## src/rtl/hex_entry_ctrl.sv

```systemverilog
// Push-button hex entry: debounces four buttons, edits a 16-bit word one nibble
// at a time with a blinking cursor digit, and commits it with a one-cycle strobe.
module hex_entry_ctrl #(
   parameter int unsigned DEB_CYCLES = 32'd1000000,
   parameter int unsigned BLINK_BIT  = 24
) (
   input  logic        CLK,
   input  logic        Reset,
   input  logic        BTN_INC,
   input  logic        BTN_NEXT,
   input  logic        BTN_OK,
   input  logic        BTN_CLR,
   output logic [15:0] Edit,
   output logic [1:0]  Cursor,
   output logic [3:0]  Blank,
   output logic [15:0] Value,
   output logic        Valid
);

   localparam int unsigned BTN_INC_I  = 0;
   localparam int unsigned BTN_NEXT_I = 1;
   localparam int unsigned BTN_OK_I   = 2;
   localparam int unsigned BTN_CLR_I  = 3;
   localparam logic [31:0] DEB_LAST   = 32'(DEB_CYCLES - 1);

   logic [3:0]  btn_raw;
   logic [3:0]  s1_q, s2_q;
   logic [3:0]  stable_q, stable_d;
   logic [3:0]  stable_dly_q;
   logic [3:0]  ev_q, ev_d;
   logic [31:0] cnt_q [4];
   logic [31:0] cnt_d [4];

   logic [15:0] edit_q, edit_d;
   logic [15:0] value_q, value_d;
   logic [1:0]  cursor_q, cursor_d;
   logic        valid_q, valid_d;
   logic [31:0] blink_q, blink_d;
   logic [3:0]  blank;

   assign btn_raw = {BTN_CLR, BTN_OK, BTN_NEXT, BTN_INC};

   // A level is accepted only after DEB_CYCLES consecutive samples that differ
   // from the current stable level; any return to the stable level restarts it.
   always_comb begin
      for (int i = 0; i < 4; i++) begin
         stable_d[i] = stable_q[i];
         cnt_d[i]    = '0;
         if (s2_q[i] != stable_q[i]) begin
            if (cnt_q[i] == DEB_LAST) begin
               stable_d[i] = s2_q[i];
            end else begin
               cnt_d[i] = cnt_q[i] + 32'd1;
            end
         end
      end
      ev_d = stable_q & ~stable_dly_q;
   end

   // Fixed priority CLR > OK > INC > NEXT; losing events are simply dropped.
   always_comb begin
      edit_d   = edit_q;
      cursor_d = cursor_q;
      value_d  = value_q;
      valid_d  = 1'b0;
      blink_d  = blink_q + 32'd1;
      if (ev_q != 4'b0000) begin
         blink_d = '0;
      end
      if (ev_q[BTN_CLR_I]) begin
         edit_d   = '0;
         cursor_d = '0;
      end else if (ev_q[BTN_OK_I]) begin
         value_d = edit_q;
         valid_d = 1'b1;
      end else if (ev_q[BTN_INC_I]) begin
         edit_d[{cursor_q, 2'b00} +: 4] = edit_q[{cursor_q, 2'b00} +: 4] + 4'd1;
      end else if (ev_q[BTN_NEXT_I]) begin
         cursor_d = cursor_q + 2'd1;
      end
   end

   always_comb begin
      blank           = '0;
      blank[cursor_q] = blink_q[BLINK_BIT];
   end

   always_ff @(posedge CLK or posedge Reset) begin
      if (Reset) begin
         s1_q         <= '0;
         s2_q         <= '0;
         stable_q     <= '0;
         stable_dly_q <= '0;
         ev_q         <= '0;
         for (int i = 0; i < 4; i++) begin
            cnt_q[i] <= '0;
         end
         edit_q       <= '0;
         value_q      <= '0;
         cursor_q     <= '0;
         valid_q      <= 1'b0;
         blink_q      <= '0;
      end else begin
         s1_q         <= btn_raw;
         s2_q         <= s1_q;
         stable_q     <= stable_d;
         stable_dly_q <= stable_q;
         ev_q         <= ev_d;
         for (int i = 0; i < 4; i++) begin
            cnt_q[i] <= cnt_d[i];
         end
         edit_q       <= edit_d;
         value_q      <= value_d;
         cursor_q     <= cursor_d;
         valid_q      <= valid_d;
         blink_q      <= blink_d;
      end
   end

   assign Edit   = edit_q;
   assign Cursor = cursor_q;
   assign Blank  = blank;
   assign Value  = value_q;
   assign Valid  = valid_q;

endmodule

```

## config.mk

```make
export PLATFORM = sky130hd
export DESIGN_NAME = hex_entry_ctrl
export DESIGN_NICKNAME = d
export VERILOG_FILES = /design/src/rtl/hex_entry_ctrl.sv
export SDC_FILE = /design/constraint.sdc
export NUM_CORES = 1
export LEC_CHECK = 0
export ABC_AREA = 1
export BUFFER_PORTS_ARGS = -buffer_cell sky130_fd_sc_hd__buf_2
export CAP_MARGIN = 25
export CELL_PAD_IN_SITES_DETAIL_PLACEMENT = 1
export CELL_PAD_IN_SITES_GLOBAL_PLACEMENT = 1
export CORE_ASPECT_RATIO = 0.6
export CORE_MARGIN = 5
export CORE_UTILIZATION = 30
export DETAILED_ROUTE_END_ITERATION = 16
export GPL_ROUTABILITY_DRIVEN = 1
export PLACE_DENSITY = 0.66
export SLEW_MARGIN = 10
export SYNTH_ARGS = -nofsm -noshare
export SYNTH_HDL_FRONTEND = slang
export SYNTH_SLANG_ARGS = --single-unit
```

## constraint.sdc

```tcl
create_clock -name CLK -period 8.2 [get_ports CLK]
set_input_delay 2.05 -clock CLK [delete_from_list [all_inputs] [get_ports CLK]]
set_output_delay 2.05 -clock CLK [all_outputs]
set_load 0.1 [all_outputs]
```

# Word level (Yosys, flattened, before mapping)
# Cells that the tools add are included.
# classes
bitwise	4
shifts	3
order_cmp	2
reduce_logical	11
n_eq_ne	10
addsub	8
mux	21
# op_table
op	n
32-bit two-way mux	9
32-bit by 1-bit adder with 32-bit output, second input constant	5
32-bit by 20-bit == test with 1-bit output, second input constant	4
16-bit two-way mux	3
16-bit bitwise mux	1
4-bit by 6-bit variable shift with 16-bit output, first input constant	1
16-bit by 5-bit indexed part select with 4-bit output	1
4-bit by 6-bit indexed part select with 16-bit output	1
2-bit AND reduction	6
4-bit bitwise AND	2
2-bit two-way mux	4
4-bit negation with 6-bit output	1
4-bit by 1-bit adder with 4-bit output, second input constant	1
1-bit inequality test	4
2-bit by 1-bit inequality test with 1-bit output, second input constant	2
4-bit inverter	1
2-bit nonzero test	2
4-bit nonzero test	1
2-bit by 3-bit < comparator with 1-bit output, second input constant	1
1-bit two-way mux	3
3-bit AND reduction	1
2-bit by 1-bit adder with 2-bit output, second input constant	1
1-bit demux with 2-bit select	1
2-bit by 1-bit >= comparator with 1-bit output, second input constant	1
2 further kinds	2
# totals
wordCells	76
inputBits	6
regBits	215
output_inout_bits	39

# Longest topological paths before layout
# Gate-level depths: netlist of run 1.
# logic_depth
word_depth	7
depth_mapped	12
ltp_nobuf	10

# Worst setup path after synthesis of run 1
# OpenSTA, ideal clock, no wires.
# synth_timing
path_type	register -> output
start	register cursor_q[0] (netlist: Cursor[0])
end	output port Blank[0]
path_slack_ns	4.004
required_ns	6.150
arrival_time_ns	2.146
stages_incl_launch_ff	7
n_path_buf	2
path_cell_list	dfrtp_1 buf_4 inv_2 buf_6 ha_1 nand2_1 inv_1
# synth_between
elab_chain_len	5
word_cells_on_any_way	6
cone_classes	order compare: 2; mux: 2; bitwise: 1; reduce/logical: 1
# synth_lines
item	line	text
start: declaration	36	logic [1:0] cursor_q, cursor_d;
start signal: assignment	114	cursor_q <= cursor_d;
2-bit by 3-bit < comparator with 1-bit output (implied by the code) or 2-bit by 1-bit >= comparator with 1-bit output (tied branches)	85	blank[cursor_q] = blink_q[BLINK_BIT];
1-bit logical AND (implied by the code)	85	
1-bit two-way mux (implied by the code)	85	
1-bit demux with 2-bit select *	85	
4-bit bitwise AND (no line) *	-	
end: declaration	15	output logic [3:0] Blank,
# Mark *: on every way between the ends. The rest lies on a longest branch, timed or not.

# Final worst setup path of run 1
# Same ends and word-level chain as after synthesis.

==> results of run 1 <==
area by class of cell:
| class | instances | area, µm² |
|---|---|---|
| clock inverter | 12 | 173 |
| sequential | 208 | 5200 |
| timing repair buffer | 47 | 263 |
| inverter | 162 | 616 |
| tap | 513 | 642 |
| clock buffer | 30 | 632 |
| fill | 4628 | 24500 |
| multi-input combinational | 1078 | 5390 |
critical path: stages, from the launching register on:
cell and delay (ps):
sky130_fd_sc_hd__dfrtp_1 680, sky130_fd_sc_hd__inv_2 370, sky130_fd_sc_hd__ha_1 300, sky130_fd_sc_hd__nand2_1 120, sky130_fd_sc_hd__inv_1 60, sky130_fd_sc_hd__buf_2 420
cells by family after synthesis:
family	Yosys count	synth area share
compound gates	67	0.0315
xor+xnor	97	0.0759
fa+ha+maj	13	0.0144
buf+inv	180	0.0616
flops	208	0.461
simple gates	901	0.356
placed cells by master, fill, tap and decap left out, types with 2 or more instances in the layout:
master and instances:
sky130_fd_sc_hd__a211oi_1 2, sky130_fd_sc_hd__a21oi_1 20, sky130_fd_sc_hd__a31oi_1 2, sky130_fd_sc_hd__buf_2 44, sky130_fd_sc_hd__buf_4 2, sky130_fd_sc_hd__bufinv_16 4
sky130_fd_sc_hd__clkbuf_1 4, sky130_fd_sc_hd__clkbuf_16 23, sky130_fd_sc_hd__clkbuf_8 3, sky130_fd_sc_hd__clkinv_2 4, sky130_fd_sc_hd__clkinvlp_4 2, sky130_fd_sc_hd__dfrtp_1 208
sky130_fd_sc_hd__ha_1 13, sky130_fd_sc_hd__inv_1 151, sky130_fd_sc_hd__inv_2 10, sky130_fd_sc_hd__nand2_1 356, sky130_fd_sc_hd__nand2_2 9, sky130_fd_sc_hd__nand3_1 53
sky130_fd_sc_hd__nand3_2 5, sky130_fd_sc_hd__nand3b_1 8, sky130_fd_sc_hd__nand4_1 44, sky130_fd_sc_hd__nor2_1 296, sky130_fd_sc_hd__nor2_2 20, sky130_fd_sc_hd__nor2_4 3
sky130_fd_sc_hd__nor3_1 69, sky130_fd_sc_hd__nor3_2 14, sky130_fd_sc_hd__nor3_4 4, sky130_fd_sc_hd__nor3b_1 5, sky130_fd_sc_hd__nor4_1 7, sky130_fd_sc_hd__nor4_2 2
sky130_fd_sc_hd__o21ai_0 32, sky130_fd_sc_hd__o21ai_1 2, sky130_fd_sc_hd__o22ai_1 8, sky130_fd_sc_hd__or2_2 4, sky130_fd_sc_hd__xnor2_1 25, sky130_fd_sc_hd__xor2_1 71
layer usage:
layer / vias to the layer above / part of all wire
li1: 4757 / -
met1: 4721 / 0.56
met2: 165 / 0.38
met3: 33 / 0.042
met4: 0 / 0.016
met5: - / 0
Yosys cell counts (5+ instances only):
cell type / instances
sky130_fd_sc_hd__nor4_1: 7
sky130_fd_sc_hd__inv_1: 152
sky130_fd_sc_hd__dfrtp_1: 208
sky130_fd_sc_hd__nand3_2: 5
sky130_fd_sc_hd__o21ai_0: 32
sky130_fd_sc_hd__nand2_2: 9
sky130_fd_sc_hd__nand3b_1: 8
sky130_fd_sc_hd__nor2_1: 296
sky130_fd_sc_hd__a21oi_1: 20
sky130_fd_sc_hd__clkbuf_1: 9
sky130_fd_sc_hd__nand3_1: 53
sky130_fd_sc_hd__ha_1: 13
sky130_fd_sc_hd__buf_2: 7
sky130_fd_sc_hd__o22ai_1: 8
sky130_fd_sc_hd__nand2_1: 356
sky130_fd_sc_hd__nor3_2: 14
sky130_fd_sc_hd__xor2_1: 71
sky130_fd_sc_hd__nor2_2: 20
sky130_fd_sc_hd__nor3b_1: 5
sky130_fd_sc_hd__nand4_1: 44
sky130_fd_sc_hd__inv_2: 10
sky130_fd_sc_hd__nor3_1: 69
sky130_fd_sc_hd__xnor2_1: 25
worst paths after layout:
kind / slack, ps / depth (start not counted) / end
setup / recovery: 3640 / 5 / Blank[0]
setup reg to reg: 5760 / 9 / Edit[6]
hold reg to reg: 350 / 0 / s2_q[2]
min in group asynchronous: 1540 / 2 / cnt_q[73]
hold / removal: 350 / 0 / s2_q[2]
max in group asynchronous: 5110 / 4 / cnt_q[17]
sequential cells by signal, summed over array words and instances (netlist names), 2 cells and up:
name,count
stable_q,4
blink_q,25
s1_q,4
Cursor,2
s2_q,4
stable_dly_q,4
Value,16
Edit,16
ev_q,4
cnt_q,128
stage by stage:
step                area, µm²  utilization  power [mW]  std cells  worst slack (ps)
floorplan               11300            -        1.09       1466               469
global placement        12100        0.323        1.11       2007              4170
detailed placement      12100        0.324        1.11       2008              4200
CTS                     12900        0.345        2.25       2050              3590
global route            12900        0.345        2.30       2050              3440
finish                  12900        0.345        2.20       2050              3640
where the power goes:
part	switching [mW]	internal (mW)	leakage, nW
clock network	0.443	0.671	0.391
registers	0.00603	1.03	2.86
logic	0.0398	0.00860	2.25
total	0.489	1.71	5.50
==> results.md, run 1 <==
- Starting Density: 0.302
- Via count: 9676
- CTS Buffer Depth: 3
- Seq/Total Area, Yosys: 0.461
- Worst setup path start: Cursor[0]
- Setup crit start kind: flop
- Critical setup path kind: reg2out
- Number of antenna-violating nets in the routed design: 0
- Final setup vio count: 0
- Number of max-cap violations: 0
- Count of pins over their slew limit: 0
- Setup Skew: 21.6 ps
- Library cells used by synthesis: 36
- Die area: 0.0417 mm²
- Via density per instance: 4.72
- Wirelength, routed: 33600 µm
- Smallest hold slack: 348 ps
- Placement row count: 55
- I/O pins: 45
- Layout cells sized above 1: 0.103
- I/O Buffers: 44
- Post-synthesis cell count: 1466
- Share of the clock period used by the worst path: 0.556
- Async SR Flop Fraction: 1.00
- Horizontal die dimension: 260 µm
- Remaining Overflow, GRT: 0
- Hold Vio Cnt, Final: 0
- Number of setup buffers added after CTS: 0
- Later-pin clock latency in the skew report: 540 ps
- Power density relative to cell area: approximately 170 mW/mm²
- Clock transition at path regs: around 60 ps
- Worst setup EP type: primary output
- CTS tree: built
- Synth area leaders: sky130_fd_sc_hd__dfrtp_1 (46%), sky130_fd_sc_hd__nand2_1 (12%), sky130_fd_sc_hd__nor2_1 (9.8%)
- Unrepaired setup endpoints after global routing: no
- Via count of the first global-routing pass: 9754
- Initial DRC count: ~660
- Data required time at the worst endpoint: 6150 ps
- Area share of the largest cell type after synthesis: 0.461
- DR WL/cell: 16.4 µm
- GR met3 Demand/Resource: 0.0231
- Library cell used as clock root buffer: sky130_fd_sc_hd__clkbuf_16
- IR drop worst, VDD: 0.000128 V
- Standby leakage power: 5.50 nW
- Accumulated negative setup slack: 0 ps
- Met1 capacity usage during global routing: 0.273
- Maximum number of pins on one net before global-route repair: 79
- Core Footprint: between 0.03 and 0.04 mm²
- Dpl hpwl: ~26000 µm
- Total number of H-tree levels: 1
- Die height: 160 µm
- Antenna cell count: 0
- Top cell type by total area after synthesis: sky130_fd_sc_hd__dfrtp_1
- Gp weighted congestion: 0.856
- DRC errors left: 0
- Layer carrying the most global-route usage: met1
- Synthesized area per cell: 7.70 µm²
- Worst endpoint data arrival time: 2510 ps
- Grt met2 use: 0.216
- Synth-to-Final Area Change: 14.4%
- Net count after synthesis: 1485
- Class of the most critical hold timing path: reg2reg
- Most used DFF post-synth: sky130_fd_sc_hd__dfrtp_1
- Slew at the pin closest to its max-slew limit: 921 ps
- Cts-stage hold buffer count: 0
- Result of the run: finished clean
- Number of optimization iterations in the first detailed-route pass: 5
- CTS Buf Count: 23
- Total global-route track usage: 0.162
- Hold Startpoint: s1_q[2]
- Final Net Count: 1539
- FF-to-FF Start: Cursor[0]
- Post-CTS Resized: 0
- Headroom to the max-slew limit: 0.385
- Post-synthesis register bit count: 208
- Count of warnings emitted by yosys: 0
- Clock sink count: about 210
- Final min period: 4560 ps
- Highest fanout seen on the critical path: 23
- Mapped cell area: 0.0113 mm²
- Number of enable flip-flop cells after synthesis: 0
- Initial antenna violation count: 0
- Max Clock Freq: 219 MHz
- Global-route wire length before repair: between 50000 and 60000 µm
Note: power is estimated with default switching activity, not from simulation.
==> run 2: changes to the inputs <==
==> constraint.sdc (replaced) <==
create_clock -name CLK -period 4.5 [get_ports CLK]
set_input_delay 1.125 -clock CLK [delete_from_list [all_inputs] [get_ports CLK]]
set_output_delay 1.125 -clock CLK [all_outputs]
set_load 0.1 [all_outputs]
==> run 2 against run 1 <==
  * Largest power group unchanged
  * Via count increased by 0.62%
  * Final cell count about the same
  * Register-to-register slack lost 3300 ps
  * Combinational power rose by 87%
  * Power is 88% higher
  * First-iteration DRC count up 3.8%
  * Clock skew increased by 7.5 ps
  * Sequential share of layout area is 0.16 points lower
  * Routed wire length is 2.1% higher
  * Global-route usage up 0.20 points
==> results.md, run 2 (synthesis results as in run 1) <==
- Highest fanout seen on the critical path: 13 (-43%)
- Remaining Overflow, GRT: 0 (unchanged)
- Part of the total power dissipated in sequential elements: 0.458 (-0.014)
- Share of the clock period used by the worst path: 0.748
- Core Footprint: 0.0374 mm² (unchanged)
- Count of pins over their slew limit: 0 (unchanged)
- Unrepaired setup endpoints after global routing: no
- Synth-to-Final Area Change: 14.9%
- Highest-count cells in the layout ignoring fill and taps: sky130_fd_sc_hd__nand2_1 (356), sky130_fd_sc_hd__nor2_1 (296), sky130_fd_sc_hd__dfrtp_1 (208), sky130_fd_sc_hd__inv_1 (151), sky130_fd_sc_hd__xor2_1 (71)
- Final min period: 3360 ps
- Share of the core filled with cells in the final layout: 0.346 (+0.00137)
- I/O Buffers: 44 (unchanged)
- IR drop worst, VDD: 0.000193 V (+51%)
- Cts-stage hold buffer count: 0 (unchanged)
- Placement row count: 55 (unchanged)
- DRC errors left: 0 (unchanged)
- Die height: 160 µm (unchanged)
- Number of max-cap violations: 0 (unchanged)
- CTS tree: built
- Commonest non-fill, non-tap cell in the layout: sky130_fd_sc_hd__nand2_1
- Slew at the pin closest to its max-slew limit: 858 ps (-62.7 ps)
- Layout Cell Area excl Fill: 0.0130 mm² (+0.40%)
- Switching share of total power: 0.220 (-0.00188)
- Standby leakage power: 5.53 nW (+0.37%)
- Post-DP Area: 0.0121 mm² (about the same)
- CTS Buffer Depth: 3 (unchanged)
- Power density relative to cell area: 319 mW/mm² (+87%)
- Initial DRC count: 689 (+3.8%)
- Die area: 0.0417 mm² (unchanged)
- Via count: 9736 (+0.62%)
- I/O pins: 45 (unchanged)
- Final Net Count: 1541 (+0.13%)
- Fill cell instance count of the final layout: 4617 (-0.24%)
- Number of optimization iterations in the first detailed-route pass: 5 (unchanged)
- Total number of H-tree levels: 1 (unchanged)
- Starting Density: 0.302 (unchanged)
- Hold Vio Cnt, Final: 0 (unchanged)
- Registers with the most flip-flops: cnt_q (128), blink_q (25)
- Switching power of the nets: 0.910 mW (+86%)
- Number of antenna-violating nets in the routed design: 0 (unchanged)
- Hold Startpoint: s1_q[0]
- Endpoint of the worst register-to-register path: cnt_q[73]
- Class of the most critical hold timing path: reg2reg
- CTS Buf Count: 24 (+4.3%)
- Wirelength, routed: 34300 µm (+2.1%)
- FF-to-FF Start: cnt_q[79]
- Register with the most flip-flops: cnt_q
- Total global-route track usage: 0.163 (+0.00196)
- Accumulated negative setup slack: 0 ps (unchanged)
- Post-CTS Resized: 0 (unchanged)
- Result of the run: finished clean
- Worst reg-to-reg setup slack: 2420 ps (-3340 ps)
- Headroom to the max-slew limit: 0.427 (+0.0419)
- Maximum number of pins on one net before global-route repair: 107 (+35%)
- Clock transition at path regs: 60 ps (about the same)
- Library cell used as clock root buffer: sky130_fd_sc_hd__clkbuf_16
- Max Clock Freq: 297 MHz
- Dpl hpwl: 26100 µm (+1.3%)
- Setup Skew: 29.0 ps (+7.47 ps)
- Worst-case reg-to-reg path depth: 8 (-1)
- Horizontal die dimension: 260 µm (unchanged)
- Fraction of power consumed by combinational cells: 0.022 (about the same)
- Final setup vio count: 0 (unchanged)
- Global-route wire length before repair: 55700 µm (+1.6%)
- Cell Int Power: 3.23 mW (+88%)
- Endpoint of the worst hold path: s2_q[0]
- Layout cells sized above 1: 0.103 (-0.000717)
- Clock sink count: 208 (unchanged)
- Later-pin clock latency in the skew report: 550 ps (about the same)
- Number of flip-flops under the largest register name: 128 (unchanged)
- Antenna cell count: 0 (unchanged)
- Via density per instance: 4.75 (+0.57%)
- Initial antenna violation count: 0 (unchanged)
- Worst setup EP type: primary output
- Number of setup buffers added after CTS: 0 (unchanged)
- Worst endpoint data arrival time: 2240 ps (-270 ps)
- Critical setup path kind: reg2out
- Data required time at the worst endpoint: 3380 ps (-2770 ps)
- Proportion of power drawn by the clock network: 0.520 (+0.014)
- Gp weighted congestion: 0.894 (+4.4%)
- Via count of the first global-routing pass: 9871 (+1.2%)
- Setup crit start kind: flop
- DR WL/cell: 16.7 µm (+2.0%)
- Number of cells on the worst hold path: 0 (unchanged)
## run 2: cell types whose count changed in the layout (fill, tap and decap cells not counted), sizes merged
cell | before | now
bufinv | 4 | 6
inv | 163 | 161
buf | 47 | 48
## run 2: final cells by class
| type | instances | area, µm² | share of cell area |
|---|---|---|---|
| timing repair buffer | 48 | 275 | 0.0212 |
| clock inverter | 12 | 224 | 0.0173 |
| tap | 513 | 642 | 0.0495 |
| inverter | 162 | 612 | 0.0472 |
| clock buffer | 30 | 623 | 0.0480 |
| multi-input combinational | 1078 | 5390 | 0.415 |
| sequential | 208 | 5200 | 0.401 |
## run 2: how the worst max path moves through the flow
| stage | startpoint | end | cells past startpoint |
|---|---|---|---|
| final | Cursor[1] | Blank[0] | 5 |
| after global routing | Cursor[1] | Blank[0] | 5 |
| after CTS | Cursor[1] | Blank[0] | 5 |
| after detailed placement | Cursor[1] | Blank[0] | 5 |
| after global placement | Cursor[1] | Blank[0] | 5 |
| after floorplan | Reset | Cursor[0] | 1 |
## run 2: power by group through the flow
stage          registers (mW)  logic, mW  clock network (mW)
6_report                 1.89     0.0903                2.15
5_1_grt                  1.89      0.108                2.30
4_1_cts                  1.89     0.0967                2.23
3_5_place_dp             1.93     0.0962                   0
3_3_place_gp             1.93     0.0936                   0
2_1_floorplan            1.93     0.0619                   0
## run 2: per-layer routing
layer  GRT usage  share of wire
met2       0.212           0.37
met5           0              0
met4      0.0324          0.018
met1       0.276           0.56
met3      0.0281          0.051
## run 2: worst max-delay path, cell delays in order (launching register included)
cell and delay, ps:
sky130_fd_sc_hd__dfrtp_1 550, sky130_fd_sc_hd__inv_2 240, sky130_fd_sc_hd__ha_1 280, sky130_fd_sc_hd__nand2_1 140, sky130_fd_sc_hd__inv_1 70, sky130_fd_sc_hd__buf_2 420
## run 2: metrics by stage
step	setup slack (ps)	power, mW	std cells	hold slack, ps
3_3_place_gp	1760	2.02	2009	333
4_1_cts	1090	4.22	2051	354
3_5_place_dp	1690	2.02	2009	340
2_1_floorplan	675	1.99	1466	331
6_report	1140	4.13	2051	351
5_1_grt	984	4.30	2051	356
